[config.mk]
export PLATFORM = sky130hd
export DESIGN_NAME = ex_stage_mc_flat
export DESIGN_NICKNAME = d
export VERILOG_FILES = /design/src/rtl/ex_stage_mc_if.sv /design/src/rtl/ex_stage_mc.sv /design/src/flat_wrapper.sv
export SDC_FILE = /design/constraint.sdc
export NUM_CORES = 1
export LEC_CHECK = 0
export CORE_AREA = 3 3 278 280
export CTS_CLUSTER_SIZE = 12
export DETAILED_ROUTE_END_ITERATION = 8
export DIE_AREA = 0 0 281 283
export PLACE_DENSITY_LB_ADDON = 0.05
export SYNTH_ARGS = -nofsm -noshare
export SYNTH_HDL_FRONTEND = slang
export SYNTH_SLANG_ARGS = --single-unit
[constraint.sdc]
create_clock -name clk -period 4.1 [get_ports clk]
set_input_delay 0.615 -clock clk [delete_from_list [all_inputs] [get_ports clk]]
set_output_delay 0.615 -clock clk [all_outputs]
set_load 0.03 [all_outputs]
[src/rtl/ex_stage_mc_if.sv]
// Handshake and operand bundle between the ID/EX register, the execute stage and EX/MEM.
// master drives instructions and consumes results; slave is the execute stage.
interface ex_stage_mc_if #(
  parameter int unsigned WIDTH = 64
);
  logic             in_valid;
  logic             in_ready;
  logic [2:0]       op;
  logic [1:0]       alu_src;
  logic [1:0]       fwd_a;
  logic [1:0]       fwd_b;
  logic [WIDTH-1:0] pc;
  logic [WIDTH-1:0] da;
  logic [WIDTH-1:0] db;
  logic [WIDTH-1:0] imm12_ext;
  logic [WIDTH-1:0] imm9_ext;
  logic [WIDTH-1:0] imm_branch;
  logic [WIDTH-1:0] mem_fwd;
  logic [WIDTH-1:0] wb_fwd;
  logic             out_valid;
  logic             out_ready;
  logic [WIDTH-1:0] alu_out;
  logic [WIDTH-1:0] fwd_db_out;
  logic [WIDTH-1:0] branch_pc;
  logic             negative;
  logic             zero;
  logic             overflow;
  logic             carry;
  logic             busy;

  modport master (
    output in_valid, op, alu_src, fwd_a, fwd_b, pc, da, db, imm12_ext, imm9_ext,
           imm_branch, mem_fwd, wb_fwd, out_ready,
    input  in_ready, out_valid, alu_out, fwd_db_out, branch_pc, negative, zero,
           overflow, carry, busy
  );

  modport slave (
    input  in_valid, op, alu_src, fwd_a, fwd_b, pc, da, db, imm12_ext, imm9_ext,
           imm_branch, mem_fwd, wb_fwd, out_ready,
    output in_ready, out_valid, alu_out, fwd_db_out, branch_pc, negative, zero,
           overflow, carry, busy
  );
endinterface

[src/rtl/ex_stage_mc.sv]
// Handshaked WIDTH-generic execute stage: forwarding, ALU-source select, branch target, ALU.
// Define EX_MUL_EN to compile in the iterative shift-add multiplier (op 001).
module ex_stage_mc #(
  parameter int unsigned WIDTH    = 64,
  parameter int unsigned BR_SHIFT = 2
) (
  input  logic         clk,
  input  logic         reset,
  ex_stage_mc_if.slave ex_if
);

  localparam int unsigned SUM_W = WIDTH + 1;

  localparam logic [2:0] OP_MUL = 3'b001;
  localparam logic [2:0] OP_ADD = 3'b010;
  localparam logic [2:0] OP_SUB = 3'b011;
  localparam logic [2:0] OP_AND = 3'b100;
  localparam logic [2:0] OP_OR  = 3'b101;
  localparam logic [2:0] OP_XOR = 3'b110;

  logic [WIDTH-1:0] a_c;
  logic [WIDTH-1:0] db_c;
  logic [WIDTH-1:0] b_c;
  logic [WIDTH-1:0] b_eff_c;
  logic [WIDTH-1:0] res_c;
  logic [WIDTH-1:0] bpc_c;
  logic [SUM_W-1:0] sum_c;
  logic             cy_c;
  logic             ov_c;

  logic             valid_q;
  logic             busy_q;
  logic [WIDTH-1:0] alu_q;
  logic [WIDTH-1:0] db_q;
  logic [WIDTH-1:0] bpc_q;
  logic             n_q;
  logic             z_q;
  logic             v_q;
  logic             c_q;

  logic             out_free_c;
  logic             in_ready_c;
  logic             accept_c;
  logic             mul_start_c;
  logic             load_alu_c;

  // Operand forwarding and B-source selection
  always_comb begin
    a_c = ex_if.da;
    case (ex_if.fwd_a)
      2'b01:   a_c = ex_if.mem_fwd;
      2'b10:   a_c = ex_if.wb_fwd;
      default: a_c = ex_if.da;
    endcase
    db_c = ex_if.db;
    case (ex_if.fwd_b)
      2'b01:   db_c = ex_if.mem_fwd;
      2'b10:   db_c = ex_if.wb_fwd;
      default: db_c = ex_if.db;
    endcase
    b_c = db_c;
    case (ex_if.alu_src)
      2'b01:   b_c = ex_if.imm12_ext;
      2'b10:   b_c = ex_if.imm9_ext;
      2'b11:   b_c = '0;
      default: b_c = db_c;
    endcase
    bpc_c = ex_if.pc + (ex_if.imm_branch << BR_SHIFT);
  end

  // ALU; SUB shares the adder as A + ~B + 1
  always_comb begin
    b_eff_c = (ex_if.op == OP_SUB) ? ~b_c : b_c;
    sum_c   = {1'b0, a_c} + {1'b0, b_eff_c} + SUM_W'(ex_if.op == OP_SUB);
    res_c   = b_c;
    cy_c    = 1'b0;
    ov_c    = 1'b0;
    case (ex_if.op)
      OP_ADD, OP_SUB: begin
        res_c = sum_c[WIDTH-1:0];
        cy_c  = sum_c[WIDTH];
        ov_c  = (a_c[WIDTH-1] == b_eff_c[WIDTH-1]) && (sum_c[WIDTH-1] != a_c[WIDTH-1]);
      end
      OP_AND:  res_c = a_c & b_c;
      OP_OR:   res_c = a_c | b_c;
      OP_XOR:  res_c = a_c ^ b_c;
      OP_MUL:  res_c = '0;
      default: res_c = b_c;
    endcase
  end

  assign out_free_c = !valid_q || ex_if.out_ready;
  assign in_ready_c = !busy_q && out_free_c;
  assign accept_c   = ex_if.in_valid && in_ready_c;
  assign load_alu_c = accept_c && !mul_start_c;

`ifdef EX_MUL_EN
  localparam int unsigned CNT_W = $clog2(WIDTH + 1);

  typedef enum logic [1:0] {S_IDLE, S_MUL, S_DONE} state_e;

  state_e           state_q;
  logic [CNT_W-1:0] cnt_q;
  logic [WIDTH-1:0] mcand_q;
  logic [WIDTH-1:0] mplier_q;
  logic [WIDTH-1:0] acc_q;
  logic [WIDTH-1:0] mdb_q;
  logic [WIDTH-1:0] mbpc_q;
  logic             mul_done_c;

  assign mul_start_c = accept_c && (ex_if.op == OP_MUL);
  assign mul_done_c  = (state_q == S_DONE) && out_free_c;

  // Shift-add multiplier sequencer; store data and branch target ride along for the result
  always_ff @(posedge clk or negedge reset) begin
    if (!reset) begin
      state_q  <= S_IDLE;
      busy_q   <= 1'b0;
      cnt_q    <= '0;
      mcand_q  <= '0;
      mplier_q <= '0;
      acc_q    <= '0;
      mdb_q    <= '0;
      mbpc_q   <= '0;
    end else begin
      case (state_q)
        S_IDLE: begin
          if (mul_start_c) begin
            mcand_q  <= a_c;
            mplier_q <= b_c;
            acc_q    <= '0;
            mdb_q    <= db_c;
            mbpc_q   <= bpc_c;
            cnt_q    <= '0;
            busy_q   <= 1'b1;
            state_q  <= S_MUL;
          end
        end
        S_MUL: begin
          if (mplier_q[0]) acc_q <= acc_q + mcand_q;
          mcand_q  <= mcand_q << 1;
          mplier_q <= mplier_q >> 1;
          if (cnt_q == CNT_W'(WIDTH - 1)) begin
            cnt_q   <= '0;
            state_q <= S_DONE;
          end else begin
            cnt_q <= cnt_q + CNT_W'(1);
          end
        end
        S_DONE: begin
          if (out_free_c) begin
            busy_q  <= 1'b0;
            state_q <= S_IDLE;
          end
        end
        default: begin
          busy_q  <= 1'b0;
          state_q <= S_IDLE;
        end
      endcase
    end
  end
`else
  assign mul_start_c = 1'b0;

  always_ff @(posedge clk or negedge reset) begin
    if (!reset) busy_q <= 1'b0;
    else        busy_q <= 1'b0;
  end
`endif

  // Result register: holds until consumed, reloads on the consuming edge when a new op is ready
  always_ff @(posedge clk or negedge reset) begin
    if (!reset) begin
      valid_q <= 1'b0;
      alu_q   <= '0;
      db_q    <= '0;
      bpc_q   <= '0;
      n_q     <= 1'b0;
      z_q     <= 1'b0;
      v_q     <= 1'b0;
      c_q     <= 1'b0;
    end else if (load_alu_c) begin
      valid_q <= 1'b1;
      alu_q   <= res_c;
      db_q    <= db_c;
      bpc_q   <= bpc_c;
      n_q     <= res_c[WIDTH-1];
      z_q     <= (db_c == '0);
      v_q     <= ov_c;
      c_q     <= cy_c;
`ifdef EX_MUL_EN
    end else if (mul_done_c) begin
      valid_q <= 1'b1;
      alu_q   <= acc_q;
      db_q    <= mdb_q;
      bpc_q   <= mbpc_q;
      n_q     <= acc_q[WIDTH-1];
      z_q     <= (mdb_q == '0);
      v_q     <= 1'b0;
      c_q     <= 1'b0;
`endif
    end else if (ex_if.out_ready) begin
      valid_q <= 1'b0;
    end
  end

  assign ex_if.in_ready   = in_ready_c;
  assign ex_if.out_valid  = valid_q;
  assign ex_if.alu_out    = alu_q;
  assign ex_if.fwd_db_out = db_q;
  assign ex_if.branch_pc  = bpc_q;
  assign ex_if.negative   = n_q;
  assign ex_if.zero       = z_q;
  assign ex_if.overflow   = v_q;
  assign ex_if.carry      = c_q;
  assign ex_if.busy       = busy_q;

endmodule

[src/flat_wrapper.sv]
// flat-port wrapper written by rule: the top's interface ports become plain ports
module ex_stage_mc_flat 
#(
  parameter int unsigned WIDTH    = 64,
  parameter int unsigned BR_SHIFT = 2
)
  (clk, reset, ex_if_in_valid, ex_if_op, ex_if_alu_src, ex_if_fwd_a, ex_if_fwd_b, ex_if_pc, ex_if_da, ex_if_db, ex_if_imm12_ext, ex_if_imm9_ext, ex_if_imm_branch, ex_if_mem_fwd, ex_if_wb_fwd, ex_if_out_ready, ex_if_in_ready, ex_if_out_valid, ex_if_alu_out, ex_if_fwd_db_out, ex_if_branch_pc, ex_if_negative, ex_if_zero, ex_if_overflow, ex_if_carry, ex_if_busy);
  ex_stage_mc_if #(.WIDTH(WIDTH)) ex_if_i ();
  input  logic clk;
  input  logic reset;
  input wire logic [$bits(ex_if_i.in_valid)-1:0] ex_if_in_valid;
  input wire logic [$bits(ex_if_i.op)-1:0] ex_if_op;
  input wire logic [$bits(ex_if_i.alu_src)-1:0] ex_if_alu_src;
  input wire logic [$bits(ex_if_i.fwd_a)-1:0] ex_if_fwd_a;
  input wire logic [$bits(ex_if_i.fwd_b)-1:0] ex_if_fwd_b;
  input wire logic [$bits(ex_if_i.pc)-1:0] ex_if_pc;
  input wire logic [$bits(ex_if_i.da)-1:0] ex_if_da;
  input wire logic [$bits(ex_if_i.db)-1:0] ex_if_db;
  input wire logic [$bits(ex_if_i.imm12_ext)-1:0] ex_if_imm12_ext;
  input wire logic [$bits(ex_if_i.imm9_ext)-1:0] ex_if_imm9_ext;
  input wire logic [$bits(ex_if_i.imm_branch)-1:0] ex_if_imm_branch;
  input wire logic [$bits(ex_if_i.mem_fwd)-1:0] ex_if_mem_fwd;
  input wire logic [$bits(ex_if_i.wb_fwd)-1:0] ex_if_wb_fwd;
  input wire logic [$bits(ex_if_i.out_ready)-1:0] ex_if_out_ready;
  output wire logic [$bits(ex_if_i.in_ready)-1:0] ex_if_in_ready;
  output wire logic [$bits(ex_if_i.out_valid)-1:0] ex_if_out_valid;
  output wire logic [$bits(ex_if_i.alu_out)-1:0] ex_if_alu_out;
  output wire logic [$bits(ex_if_i.fwd_db_out)-1:0] ex_if_fwd_db_out;
  output wire logic [$bits(ex_if_i.branch_pc)-1:0] ex_if_branch_pc;
  output wire logic [$bits(ex_if_i.negative)-1:0] ex_if_negative;
  output wire logic [$bits(ex_if_i.zero)-1:0] ex_if_zero;
  output wire logic [$bits(ex_if_i.overflow)-1:0] ex_if_overflow;
  output wire logic [$bits(ex_if_i.carry)-1:0] ex_if_carry;
  output wire logic [$bits(ex_if_i.busy)-1:0] ex_if_busy;
  assign ex_if_i.in_valid = ex_if_in_valid;
  assign ex_if_i.op = ex_if_op;
  assign ex_if_i.alu_src = ex_if_alu_src;
  assign ex_if_i.fwd_a = ex_if_fwd_a;
  assign ex_if_i.fwd_b = ex_if_fwd_b;
  assign ex_if_i.pc = ex_if_pc;
  assign ex_if_i.da = ex_if_da;
  assign ex_if_i.db = ex_if_db;
  assign ex_if_i.imm12_ext = ex_if_imm12_ext;
  assign ex_if_i.imm9_ext = ex_if_imm9_ext;
  assign ex_if_i.imm_branch = ex_if_imm_branch;
  assign ex_if_i.mem_fwd = ex_if_mem_fwd;
  assign ex_if_i.wb_fwd = ex_if_wb_fwd;
  assign ex_if_i.out_ready = ex_if_out_ready;
  assign ex_if_in_ready = ex_if_i.in_ready;
  assign ex_if_out_valid = ex_if_i.out_valid;
  assign ex_if_alu_out = ex_if_i.alu_out;
  assign ex_if_fwd_db_out = ex_if_i.fwd_db_out;
  assign ex_if_branch_pc = ex_if_i.branch_pc;
  assign ex_if_negative = ex_if_i.negative;
  assign ex_if_zero = ex_if_i.zero;
  assign ex_if_overflow = ex_if_i.overflow;
  assign ex_if_carry = ex_if_i.carry;
  assign ex_if_busy = ex_if_i.busy;
  ex_stage_mc #(.WIDTH(WIDTH), .BR_SHIFT(BR_SHIFT)) u_core (.clk(clk), .reset(reset), .ex_if(ex_if_i));
endmodule
==> flow_summary_export.csv <==
group,metric,value,unit
job,maxCapViolations,0,
drt,antenna_left,0,
timing,finalMaxSlewViolations,0,
clock_network,htreeDepth,4,
critical_path,rrSetupSlack,1.78,ns
drt,dr.first_iter.drc_count,3340,
placement,dpl-instance-area,36800,um^2
yosys,synth_compound_area_share,33.5,%
die,coreArea,74700,um^2
yosys,synth_mux_area_share,0.678,%
clock_network,clock_sinks,196,
yosys,synth_top_family_by_area,"compound AO/OA/AOI/OAI gates",
cells_and_area,area_growth,78.6,%
critical_path,cp-start-kind,"input pin",
drt,wl,165000,um
clock_network,cts_buffers,17,
clock_network,clockRootBuffer,"clkbuf_16",
placement,place_ws,-1.77,ns
yosys,avgSynthCellArea,7.25,um^2
clock_network,cts_tree,"done",
grt,grt_usage,39.0,%
cells_and_area,final_cell_mix,"869 x buf_4, 713 x clkdlybuf4s50_1, 349 x nand2_1",
yosys,syn_area,22900,um^2
critical_path,critPathSlowestCell,"o21ai_0",
yosys,async_reset_ff_share,100,%
yosys,yosys.area.top_type,"dfrtp_1",
grt,grt_first_pass_wirelength,225000,um
critical_path,max_stage_delay,0.55,ns
die,die_w,281,um
status,violations,"setup timing",
critical_path,path_class,"input pin to flip-flop",
yosys,netlist.area_leader.share,21.4,%
timing,maxSlewHeadroom,25.1,%
critical_path,cp_max_fo,17,
grt,grt_pass1_vias,30500,
timing,holdWs,0.156,ns
timing,rsz0062_at_grt,"yes",
timing,fin_skew,0.0209,ns
die,num_rows,100,
yosys,synth_flop_cell,"dfrtp_1",
cells_and_area,drive_gt1_share,29.3,%
cells_and_area,postLayoutCellArea,40800,um^2
yosys,yosys_warnings,0,
pwr,total_power,13.2,mW
yosys,synth_fa_ha_area_share,14.2,%
yosys,syn_nets,3936,
cells_and_area,postLayoutCoreUtil,54.7,%
pwr,power_density,323,nW/um^2
timing,setup_violations,47,
clock_network,clock_latency,0.51,ns
yosys,synth_edf_count,0,
die,ioPinCount,724,
drt,num_vias,32200,
drt,dr.pass1.iters,6,
die,die_h,283,um
critical_path,worstPathArrival,5.16,ns
critical_path,cp.required,4.55,ns
pwr,leakagePower,18.7,nW
critical_path,rr_worst_depth,5,
critical_path,cp-end-kind,"flip-flop",
yosys,synthTopCellsByArea,"dfrtp_1 21%, ha_1 14%, a21oi_1 8.7%",
yosys,synth_cell_types,93,
drt,via_per_inst,5.67,
timing,max_clock_freq,212,MHz
cells_and_area,final_cells,5677,
die,start_util,30.6,%
drt,wl_per_cell,29.0,um
clock_network,path_clk_slew,0.10,ns
status,status,"complete, but fails checks",
timing,fin_crit,4.71,ns
yosys,synthCells,3153,
timing,setup_ws,-0.608,ns
critical_path,r2r_end,"u_core.ex_if.alu_out[51]",
grt,antenna_found_initial,83,
critical_path,r2r_start,"u_core.ex_if.out_valid",
critical_path,path_cells,"clkdlybuf4s50_1 > inv_1 > ha_2 > buf_12 > buf_4 > a22oi_1 > o21ai_0 > ha_2 > a21oi_2 > o21ai_1 > a21oi_1 > o21ai_1 > o211a_1 > a31o_2 > a31oi_4 > a31oi_4 > a311o_2 > a2111o_1 > nand3_2",
yosys,ys_seq_area_share,21.4,%
pwr,ir_drop,0.000344,V
placement,gp_congestion,1.01,
timing,finalCritPeriodShare,115,%
yosys,synth_seq_cells,196,
clock_network,cts_buffer_depth,2,
cells_and_area,final_common_cell,"buf_4",
drt,route.detailed.drc,0,
timing,finalHoldViolCount,0,
hold_path,min_path_type,"input pin to asynchronous set/reset pin",
yosys,synthXorXnorAreaFrac,6.20,%
placement,port_buffers,720,
timing,tns,-15.39,ns
yosys,yosys.area_share.simple,17.0,%
placement,hpwl,131000,um
grt,grt-ovfl-total,0,
grt,grt_max_degree,197,
placement,post-place-cells,5399,
die,fp.dieArea,79500,um^2
cells_and_area,nets,5411,
timing,worst_slew_pin_slew,1.11,ns
[critical path: cells and delay by family]
kind            cells  cell delay (ns)
simple gates        1             0.06
fa+ha+maj           2             0.71
buf+inv             4             0.92
compound gates     12             2.83
[cell usage after synthesis (6+ instances only)]
master and instances:
o221ai_1 38, nor3_1 25, a21o_1 99, and3_1 15, xnor2_1 119, a211oi_1 19, buf_2 9, nand4_1 51
ha_1 256, clkbuf_1 153, a31o_2 6, o21ai_0 294, a22oi_1 130, nor2b_1 8, dfrtp_1 196, nand2_1 358
buf_1 43, o31ai_1 14, nand3_1 44, nor2_1 307, and2_1 12, o21a_1 21, a21oi_1 399, inv_1 171
a22o_1 9, nand2b_1 21, nor4_1 11, o22ai_1 57, buf_4 6, clkbuf_8 6, a221oi_1 17, o211ai_1 9
o21ai_1 18, xor2_1 43, o21bai_1 27, a31oi_1 23, mux2i_1 11
[state kept, by name, indices dropped and copies added, names as in the netlist]
name,count
u_core.ex_if.out_valid,1
u_core.ex_if.branch_pc,64
u_core.ex_if.alu_out,63
u_core.ex_if.carry,1
u_core.ex_if.fwd_db_out,64
u_core.ex_if.overflow,1
u_core.ex_if.zero,1
u_core.ex_if.negative,1
[timing repair]
item | in CTS | in global routing
pin swaps | 101 | 185
endpoints found under the setup margin | 62 | 63
gates resized for setup | 224 | 240
hold buffers | 0 | 0
cloned | 5 | 3
buffers inserted | 141 | 50
[where the power goes]
group          switching, mW  total [mW]  internal [mW]  leakage [nW]
Combinational           4.64        8.64           4.01          15.9
Clock                   1.06        1.95          0.884         0.299
Sequential             0.273        2.58           2.31          2.44
Total                   5.97        13.2           7.20          18.7
[how the worst max path moves through the flow]
stage / end / cells after the start / from / slack (ns)
2_1_floorplan: u_core.ex_if.alu_out[60] / 25 / ex_if_fwd_b[0] / -0.64
5_1_grt: u_core.ex_if.alu_out[61] / 21 / ex_if_fwd_a[1] / -0.74
4_1_cts: u_core.ex_if.alu_out[60] / 25 / ex_if_fwd_b[0] / -0.60
3_5_place_dp: u_core.ex_if.alu_out[46] / 25 / ex_if_fwd_b[1] / -1.77
6_report: u_core.ex_if.alu_out[57] / 19 / ex_if_fwd_a[1] / -0.61
3_3_place_gp: u_core.ex_if.alu_out[46] / 25 / ex_if_fwd_b[1] / -1.80
[final cells by class]
type | instances | area [um^2]
multi-input cells | 2563 | 18200
fillers | 7015 | 33900
well taps | 969 | 1210
inverters | 172 | 658
clock buffers | 17 | 425
clock inverters | 15 | 184
diodes | 67 | 168
repair buffers | 1678 | 15100
flip-flops and latches | 196 | 4900
[layer usage]
metal / track usage [%] / wire [um] / vias to the layer above
li1: - / - / 14400
met3: 9.63 / 16000 / 276
met1: 53.5 / 70400 / 15800
met4: 14.9 / 5480 / 22
met2: 58.8 / 72600 / 1700
met5: 0 / 148 / -
[kinds of logic (layout without fill, tap and decap cells)]
family / Yosys count / in the layout
AND/OR/NAND/NOR: 887 / 887
adder cells (fa/ha/maj): 258 / 258
XOR/XNOR: 162 / 162
flip-flops: 196 / 196
other: 1 / 68
buffers and inverters: 394 / 1882
AO/OA/AOI/OAI: 1240 / 1240
multiplexers: 15 / 15
No activity file was read; power rests on OpenSTA's default activity.
